===== src/rtl/approx_add_pkg.sv =====
// Shared types and sizing helpers for the pipelined approximate adder.
// Optional saturation is selected in approx_add_pipe with APPROX_ADD_SAT_EN.
package approx_add_pkg;

  localparam int unsigned MAX_SIZE = 64;

  // Per-stage payload; only the low SIZE bits of the wide fields are meaningful.
  typedef struct packed {
    logic [MAX_SIZE-1:0] a_rem;
    logic [MAX_SIZE-1:0] b_rem;
    logic [MAX_SIZE-1:0] mask;
    logic                sub;
    logic [MAX_SIZE-1:0] psum;
    logic                carry;
    logic                valid;
  } stage_t;

  function automatic int unsigned chunk_width(input int unsigned size,
                                              input int unsigned stages);
    return size / stages;
  endfunction

  function automatic int unsigned mask_width(input int unsigned size);
    return $clog2(size + 1);
  endfunction

endpackage


===== src/rtl/approx_add_chunk.sv =====
// Combinational W-bit ripple adder; masked bits use the approximate cell
// (sum = a^b, carry = a&b, incoming carry ignored).
module approx_add_chunk
  import approx_add_pkg::*;
#(
  parameter int unsigned W = 8
) (
  input  logic [W-1:0] i_a,
  input  logic [W-1:0] i_b,
  input  logic [W-1:0] i_mask,
  input  logic         i_cin,
  output logic [W-1:0] o_sum_c,
  output logic         o_cout_c
);

  logic [W:0] w_c;

  always_comb begin
    w_c     = '0;
    o_sum_c = '0;
    w_c[0]  = i_cin;
    for (int i = 0; i < W; i++) begin
      if (i_mask[i]) begin
        o_sum_c[i] = i_a[i] ^ i_b[i];
        w_c[i+1]   = i_a[i] & i_b[i];
      end else begin
        o_sum_c[i] = i_a[i] ^ i_b[i] ^ w_c[i];
        w_c[i+1]   = (i_a[i] & i_b[i]) | (w_c[i] & (i_a[i] ^ i_b[i]));
      end
    end
  end

  assign o_cout_c = w_c[W];

endmodule


===== src/rtl/approx_add_pipe.sv =====
// Pipelined signed approximate add/subtract, one CHUNK per stage, valid/ready on both sides.
// Define APPROX_ADD_SAT_EN to clamp the result to the SIZE-bit signed range.
module approx_add_pipe
  import approx_add_pkg::*;
#(
  parameter int unsigned SIZE   = 16,
  parameter int unsigned STAGES = 2
) (
  input  logic                         clk,
  input  logic                         rst_n,
  input  logic                         i_in_valid,
  output logic                         o_in_ready,
  input  logic [SIZE-1:0]              i_a,
  input  logic [SIZE-1:0]              i_b,
  input  logic                         i_cin,
  input  logic                         i_sub,
  input  logic [mask_width(SIZE)-1:0]  i_approx_bits,
  output logic                         o_out_valid,
  input  logic                         i_out_ready,
  output logic [SIZE:0]                o_sum,
  output logic                         o_cout
);

  localparam int unsigned CHUNK = chunk_width(SIZE, STAGES);
  localparam int unsigned AW    = mask_width(SIZE);
  localparam int unsigned LAST  = STAGES - 1;

  stage_t r_stage [STAGES];
  stage_t w_cur   [STAGES];
  stage_t w_nxt   [STAGES];

  logic [STAGES-1:0][CHUNK-1:0] w_ch_a;
  logic [STAGES-1:0][CHUNK-1:0] w_ch_b;
  logic [STAGES-1:0][CHUNK-1:0] w_ch_mask;
  logic [STAGES-1:0][CHUNK-1:0] w_ch_sum;
  logic [STAGES-1:0]            w_ch_cin;
  logic [STAGES-1:0]            w_ch_cout;

  logic [SIZE:0] w_full;
  logic [SIZE:0] w_sum_nxt;
  logic          w_msb;
  logic          w_adv;
  logic          w_unused;
  logic [SIZE:0] r_sum;
  logic          r_cout;

  assign w_adv       = !o_out_valid || i_out_ready;
  assign o_in_ready  = w_adv;
  assign o_out_valid = r_stage[LAST].valid;
  assign o_sum       = r_sum;
  assign o_cout      = r_cout;

  // Stage inputs: stage 0 from the ports, later stages from the previous stage register.
  always_comb begin
    w_cur[0]                  = '0;
    w_cur[0].a_rem[SIZE-1:0]  = i_a;
    w_cur[0].b_rem[SIZE-1:0]  = i_b;
    // Values above SIZE naturally yield an all-ones mask.
    for (int i = 0; i < SIZE; i++) begin
      w_cur[0].mask[i] = (AW'(i) < i_approx_bits);
    end
    w_cur[0].sub   = i_sub;
    w_cur[0].carry = i_sub | i_cin;
    w_cur[0].valid = i_in_valid;
    for (int k = 1; k < STAGES; k++) begin
      w_cur[k] = r_stage[k-1];
    end
    for (int k = 0; k < STAGES; k++) begin
      w_ch_a[k]    = w_cur[k].a_rem[CHUNK-1:0];
      w_ch_b[k]    = w_cur[k].sub ? ~w_cur[k].b_rem[CHUNK-1:0] : w_cur[k].b_rem[CHUNK-1:0];
      w_ch_mask[k] = w_cur[k].mask[CHUNK-1:0];
      w_ch_cin[k]  = w_cur[k].carry;
    end
  end

  for (genvar k = 0; k < STAGES; k++) begin : g_stage
    approx_add_chunk #(.W(CHUNK)) u_chunk (
      .i_a      (w_ch_a[k]),
      .i_b      (w_ch_b[k]),
      .i_mask   (w_ch_mask[k]),
      .i_cin    (w_ch_cin[k]),
      .o_sum_c  (w_ch_sum[k]),
      .o_cout_c (w_ch_cout[k])
    );
  end

  // Stage outputs: consume one chunk, append its sum, forward the carry.
  always_comb begin
    for (int k = 0; k < STAGES; k++) begin
      w_nxt[k]                        = w_cur[k];
      w_nxt[k].a_rem                  = w_cur[k].a_rem >> CHUNK;
      w_nxt[k].b_rem                  = w_cur[k].b_rem >> CHUNK;
      w_nxt[k].mask                   = w_cur[k].mask >> CHUNK;
      w_nxt[k].psum[k*CHUNK +: CHUNK] = w_ch_sum[k];
      w_nxt[k].carry                  = w_ch_cout[k];
    end
    // Bit SIZE is an exact cell on the sign-extended MSBs.
    w_msb  = w_cur[LAST].a_rem[CHUNK-1] ^ w_ch_b[LAST][CHUNK-1] ^ w_ch_cout[LAST];
    w_full = {w_msb, w_nxt[LAST].psum[SIZE-1:0]};
`ifdef APPROX_ADD_SAT_EN
    if (w_msb != w_full[SIZE-1]) begin
      w_sum_nxt = w_msb ? {2'b11, {(SIZE-1){1'b0}}} : {2'b00, {(SIZE-1){1'b1}}};
    end else begin
      w_sum_nxt = w_full;
    end
`else
    w_sum_nxt = w_full;
`endif
  end

  // Pipeline registers; everything holds when the output is stalled.
  always_ff @(posedge clk or negedge rst_n) begin
    if (!rst_n) begin
      for (int k = 0; k < STAGES; k++) begin
        r_stage[k] <= '0;
      end
      r_sum  <= '0;
      r_cout <= 1'b0;
    end else if (w_adv) begin
      for (int k = 0; k < STAGES; k++) begin
        r_stage[k] <= w_nxt[k];
      end
      if (w_nxt[LAST].valid) begin
        r_sum  <= w_sum_nxt;
        r_cout <= w_ch_cout[LAST];
      end
    end
  end

  // Upper payload bits and the final stage's skew fields are never consumed.
  always_comb begin
    w_unused = ^r_stage[LAST];
    for (int k = 0; k < STAGES; k++) begin
      w_unused = w_unused ^ (^w_cur[k]) ^ (^w_nxt[k]);
    end
  end

endmodule

===== config.mk =====
export PLATFORM = sky130hd
export DESIGN_NAME = approx_add_pipe
export DESIGN_NICKNAME = d
export VERILOG_FILES = /design/src/rtl/approx_add_pkg.sv /design/src/rtl/approx_add_chunk.sv /design/src/rtl/approx_add_pipe.sv
export SDC_FILE = /design/constraint.sdc
export NUM_CORES = 1
export LEC_CHECK = 0
export ABC_AREA = 1
export CORE_ASPECT_RATIO = 1.2
export CORE_MARGIN = 8
export CORE_UTILIZATION = 52
export CTS_CLUSTER_DIAMETER = 150
export DETAILED_ROUTE_END_ITERATION = 8
export PLACE_DENSITY = 0.81
export SLEW_MARGIN = 5
export SYNTH_ARGS = -nofsm -noshare
export SYNTH_HDL_FRONTEND = slang
export SYNTH_SLANG_ARGS = --single-unit

===== constraint.sdc =====
create_clock -name clk -period 5.25 [get_ports clk]
set_clock_uncertainty 0.1 [all_clocks]
set_input_delay 1.3125 -clock clk [delete_from_list [all_inputs] [get_ports clk]]
set_output_delay 1.3125 -clock clk [all_outputs]
set_load 0.05 [all_outputs]

==> metrics.txt <==
# TYPE chip_impl_metric gauge
chip_impl_info{name="outcome",value="complete, but fails checks"} 1
chip_impl_info{name="violated_checks",value="negative setup slack"} 1
chip_impl_metric{name="dp_hpwl",unit="microns"} 5800
chip_impl_info{name="netlist.top_cell.by_area",value="dfrtp_1"} 1
chip_impl_metric{name="route.detailed.wl_per_inst",unit="microns"} 13.9
chip_impl_metric{name="numClockSinks",unit=""} 54
chip_impl_info{name="dr.max_layer_used",value="met4"} 1
chip_impl_metric{name="place_worst_setup_slack",unit="ns"} -1.08
chip_impl_metric{name="grt_antenna_before_repair",unit=""} 0
chip_impl_metric{name="max_cap_violations",unit=""} 0
chip_impl_metric{name="final_min_period",unit="ns"} 5.47
chip_impl_metric{name="cts.reportedPaths.clkPinSlew",unit="ns"} 0.09
chip_impl_metric{name="worst_pin_slew",unit="ns"} 0.659
chip_impl_info{name="critical-path-top-delay-family",value="adder cells"} 1
chip_impl_metric{name="tritoncts.num_buffers",unit=""} 5
chip_impl_metric{name="drt-pass1-iter-count",unit=""} 4
chip_impl_metric{name="max-clock-path-buffers",unit=""} 2
chip_impl_metric{name="cts.htree.levels",unit=""} 2
chip_impl_metric{name="arr_time_crit_path",unit="ns"} 5.56
chip_impl_info{name="worst_setup_path_end_kind",value="register"} 1
chip_impl_metric{name="final-max-slew-violation-count",unit=""} 0
chip_impl_metric{name="cellPowerDensity",unit="nW/um^2"} 371
chip_impl_metric{name="crit_path_max_fanout",unit=""} 4
chip_impl_info{name="critical-path-slowest-cell",value="fa_2"} 1
chip_impl_metric{name="io-pin-count",unit=""} 63
chip_impl_info{name="timing.setup.critical_path_class",value="primary input to register"} 1
chip_impl_metric{name="detailroute.via_count",unit=""} 2757
chip_impl_info{name="cp_common_cell",value="fa_2"} 1
chip_impl_metric{name="hold_viol_final",unit=""} 0
chip_impl_metric{name="die_y",unit="microns"} 103
chip_impl_info{name="worst_hold_path_type",value="register to register"} 1
chip_impl_info{name="ys_top_cells_by_area",value="dfrtp_1 (41%), nand2_1 (15%), fa_1 (9.8%)"} 1
chip_impl_metric{name="buffer_ports.inserted",unit=""} 62
chip_impl_metric{name="finalNetCount",unit=""} 537
chip_impl_metric{name="antenna_violating_nets_post_route",unit=""} 0
chip_impl_info{name="root_buffer",value="clkbuf_8"} 1
chip_impl_metric{name="route.met2.wl",unit="microns"} 4020
chip_impl_metric{name="synth_fp_nets",unit=""} 461
chip_impl_metric{name="clock_insertion_delay_at_the_later_pin_of_the_skew_report",unit="ns"} 0.30
chip_impl_metric{name="ffs_latches_synth",unit=""} 54
chip_impl_metric{name="finalSetupViolations",unit=""} 1
chip_impl_metric{name="avgSynthCellArea",unit="sq um"} 8.45
chip_impl_metric{name="ctsHoldBuffers",unit=""} 0
chip_impl_info{name="most_common_cell_after_layout_fill_and_taps_aside",value="nand2_1"} 1
chip_impl_info{name="tritoncts",value="done"} 1
chip_impl_metric{name="fraction_of_final_layout_cells_with_drive_strength_greater_than_1",unit=""} 0.158
chip_impl_metric{name="drt_iter0_markers",unit=""} 85
chip_impl_metric{name="total_number_of_placement_rows",unit=""} 31
chip_impl_metric{name="core-area",unit="sq um"} 6050
chip_impl_metric{name="largest_net_degree_at_the_start_of_global_routing",unit=""} 55
chip_impl_metric{name="grt_first_pass_wirelength",unit="microns"} 13000
chip_impl_metric{name="cp.buffers_inverters",unit=""} 1
chip_impl_metric{name="fmax",unit="MHz"} 183
chip_impl_metric{name="via_count_of_the_first_global_routing_pass",unit=""} 2898
chip_impl_info{name="critPathLaunchType",value="primary input"} 1
chip_impl_metric{name="timing.max_slew.rel_slack",unit=""} 0.560
chip_impl_metric{name="seq_area_frac_synth",unit=""} 0.414
chip_impl_metric{name="ir_worst_vdd",unit="mV"} 0.166
chip_impl_metric{name="postLayoutSetupSlackWorst",unit="ns"} -0.219
chip_impl_metric{name="drt_wl_total",unit="microns"} 7590
chip_impl_metric{name="postSynthCellCount",unit=""} 386
chip_impl_metric{name="yosys_cell_types",unit=""} 30
chip_impl_metric{name="overflow",unit=""} 0
chip_impl_metric{name="synthToLayoutAreaGrowth",unit="%"} 30.0
chip_impl_metric{name="drcViolationCount",unit=""} 0
chip_impl_metric{name="layout_worst_path_cycle_share",unit=""} 1.04
chip_impl_metric{name="wl_met1",unit="microns"} 3010
chip_impl_metric{name="total_leakage_power",unit="nW"} 2.08
chip_impl_metric{name="timing.critical_path.slowest_cell_delay",unit="ns"} 0.43
chip_impl_metric{name="synth_area",unit="sq um"} 3260
chip_impl_metric{name="vias_per_cell",unit=""} 5.06
chip_impl_metric{name="met3_wirelength",unit="microns"} 370
chip_impl_metric{name="gr-usage-all-layers",unit=""} 0.181
chip_impl_metric{name="dieWidth",unit="microns"} 88.3
chip_impl_metric{name="yosysWarningCount",unit=""} 0
chip_impl_metric{name="initial_utilization",unit=""} 0.539
chip_impl_info{name="mostFrequentLayoutCells",value="nand2_1 (128), dfrtp_1 (54), clkdlybuf4s50_1 (52)"} 1
chip_impl_info{name="rsz0062_at_grt",value="true"} 1
chip_impl_metric{name="synth_top_area_share",unit=""} 0.414
chip_impl_metric{name="ant_diodes",unit=""} 0
chip_impl_metric{name="worst_ep_required_time",unit="ns"} 5.34
chip_impl_metric{name="design.die.area",unit="sq um"} 9080
chip_impl_metric{name="power_consumption",unit="mW"} 1.57
chip_impl_metric{name="gp_routability_congestion",unit=""} 0.829
## sequential cells by signal, indices dropped and copies added, names as in the netlist
register     flops
o_cout           1
o_out_valid      1
o_sum           17
r_stage         35
## synth_stat cells, drive strengths merged
| cell | count |
|---|---|
| buf | 11 |
| o21ai | 33 |
| clkbuf | 1 |
| dfrtp | 54 |
| xnor2 | 12 |
| nand3b | 1 |
| a21oi | 15 |
| fa | 16 |
| a22oi | 1 |
| inv | 47 |
| or2 | 2 |
| nand2 | 133 |
| nand4 | 2 |
| xor2 | 4 |
| o211ai | 2 |
| nor2 | 18 |
| nand3 | 16 |
| o31ai | 1 |
| o22ai | 1 |
| ha | 16 |
## cells by family (layout without fill, tap and decap cells)
| group | after synthesis | count (layout) | synth area share |
|---|---|---|---|
| and+or+nand+nor | 172 | 172 | 0.222 |
| AOI/OAI and AO/OA | 53 | 53 | 0.0870 |
| DFF | 54 | 54 | 0.414 |
| xor gates and xnor gates | 16 | 16 | 0.0429 |
| adders and majority gates | 32 | 32 | 0.160 |
| buffers and inverters | 59 | 136 | 0.0748 |
## layer usage
metal  up-vias  global-route usage
li1       1354                   -
met1      1316               0.199
met2        70               0.332
met3        17              0.0319
met4         0              0.0743
met5         -                   0
## where the power goes
part / internal (mW) / switching (mW)
combinational: 0.277 / 0.483
sequential: 0.517 / 0.0594
clock: 0.107 / 0.130
## final timing paths
kind                         startpoint           end  slack (ns)  cells past startpoint
setup / recovery                  i_sub  r_stage[268]       -0.22                     25
hold / removal             r_stage[265]      o_sum[4]        0.38                      2
setup reg to reg           r_stage[325]     o_sum[15]        0.27                     24
hold reg to reg            r_stage[265]      o_sum[4]        0.38                      2
max in group asynchronous         rst_n      o_sum[7]        3.60                      2
min in group asynchronous         rst_n      o_sum[9]        1.01                      2
## final cells by class
type / instances / area, sq um
Multi-Input combinational cell: 273 / 1770
Clock buffer: 7 / 86.3
Timing Repair Buffer: 81 / 752
Sequential cell: 54 / 1350
Inverter: 47 / 176
Clock inverter: 1 / 5.00
Tap cell: 82 / 103
Fill cell: 511 / 1810
## what timing repair did
| item | 4_1_cts | 5_1_grt |
|---|---|---|
| setup buffers | 3 | 1 |
| endpoints found under the setup margin | 3 | 5 |
| pin swaps | 6 | 1 |
| resized for setup | 34 | 10 |
## worst min-delay path, cell delays in order (launching register included)
cell	delay, ns
dfrtp_1	0.36
nand2_1	0.05
nand2_1	0.05
## per-stage QoR
stage / area (sq um) / util / hold slack [ns] / std cells / TNS (ns)
after floorplan: 3320 / - / 0.342 / 386 / -0.347
after global placement: 4070 / 0.673 / 0.356 / 533 / -2.43
after detailed placement: 4070 / 0.673 / 0.362 / 533 / -2.94
after CTS: 4210 / 0.695 / 0.385 / 544 / -0.204
after global routing: 4240 / 0.701 / 0.412 / 545 / -0.731
final: 4240 / 0.701 / 0.384 / 545 / -0.219
(Power assumes the default switching activity.)
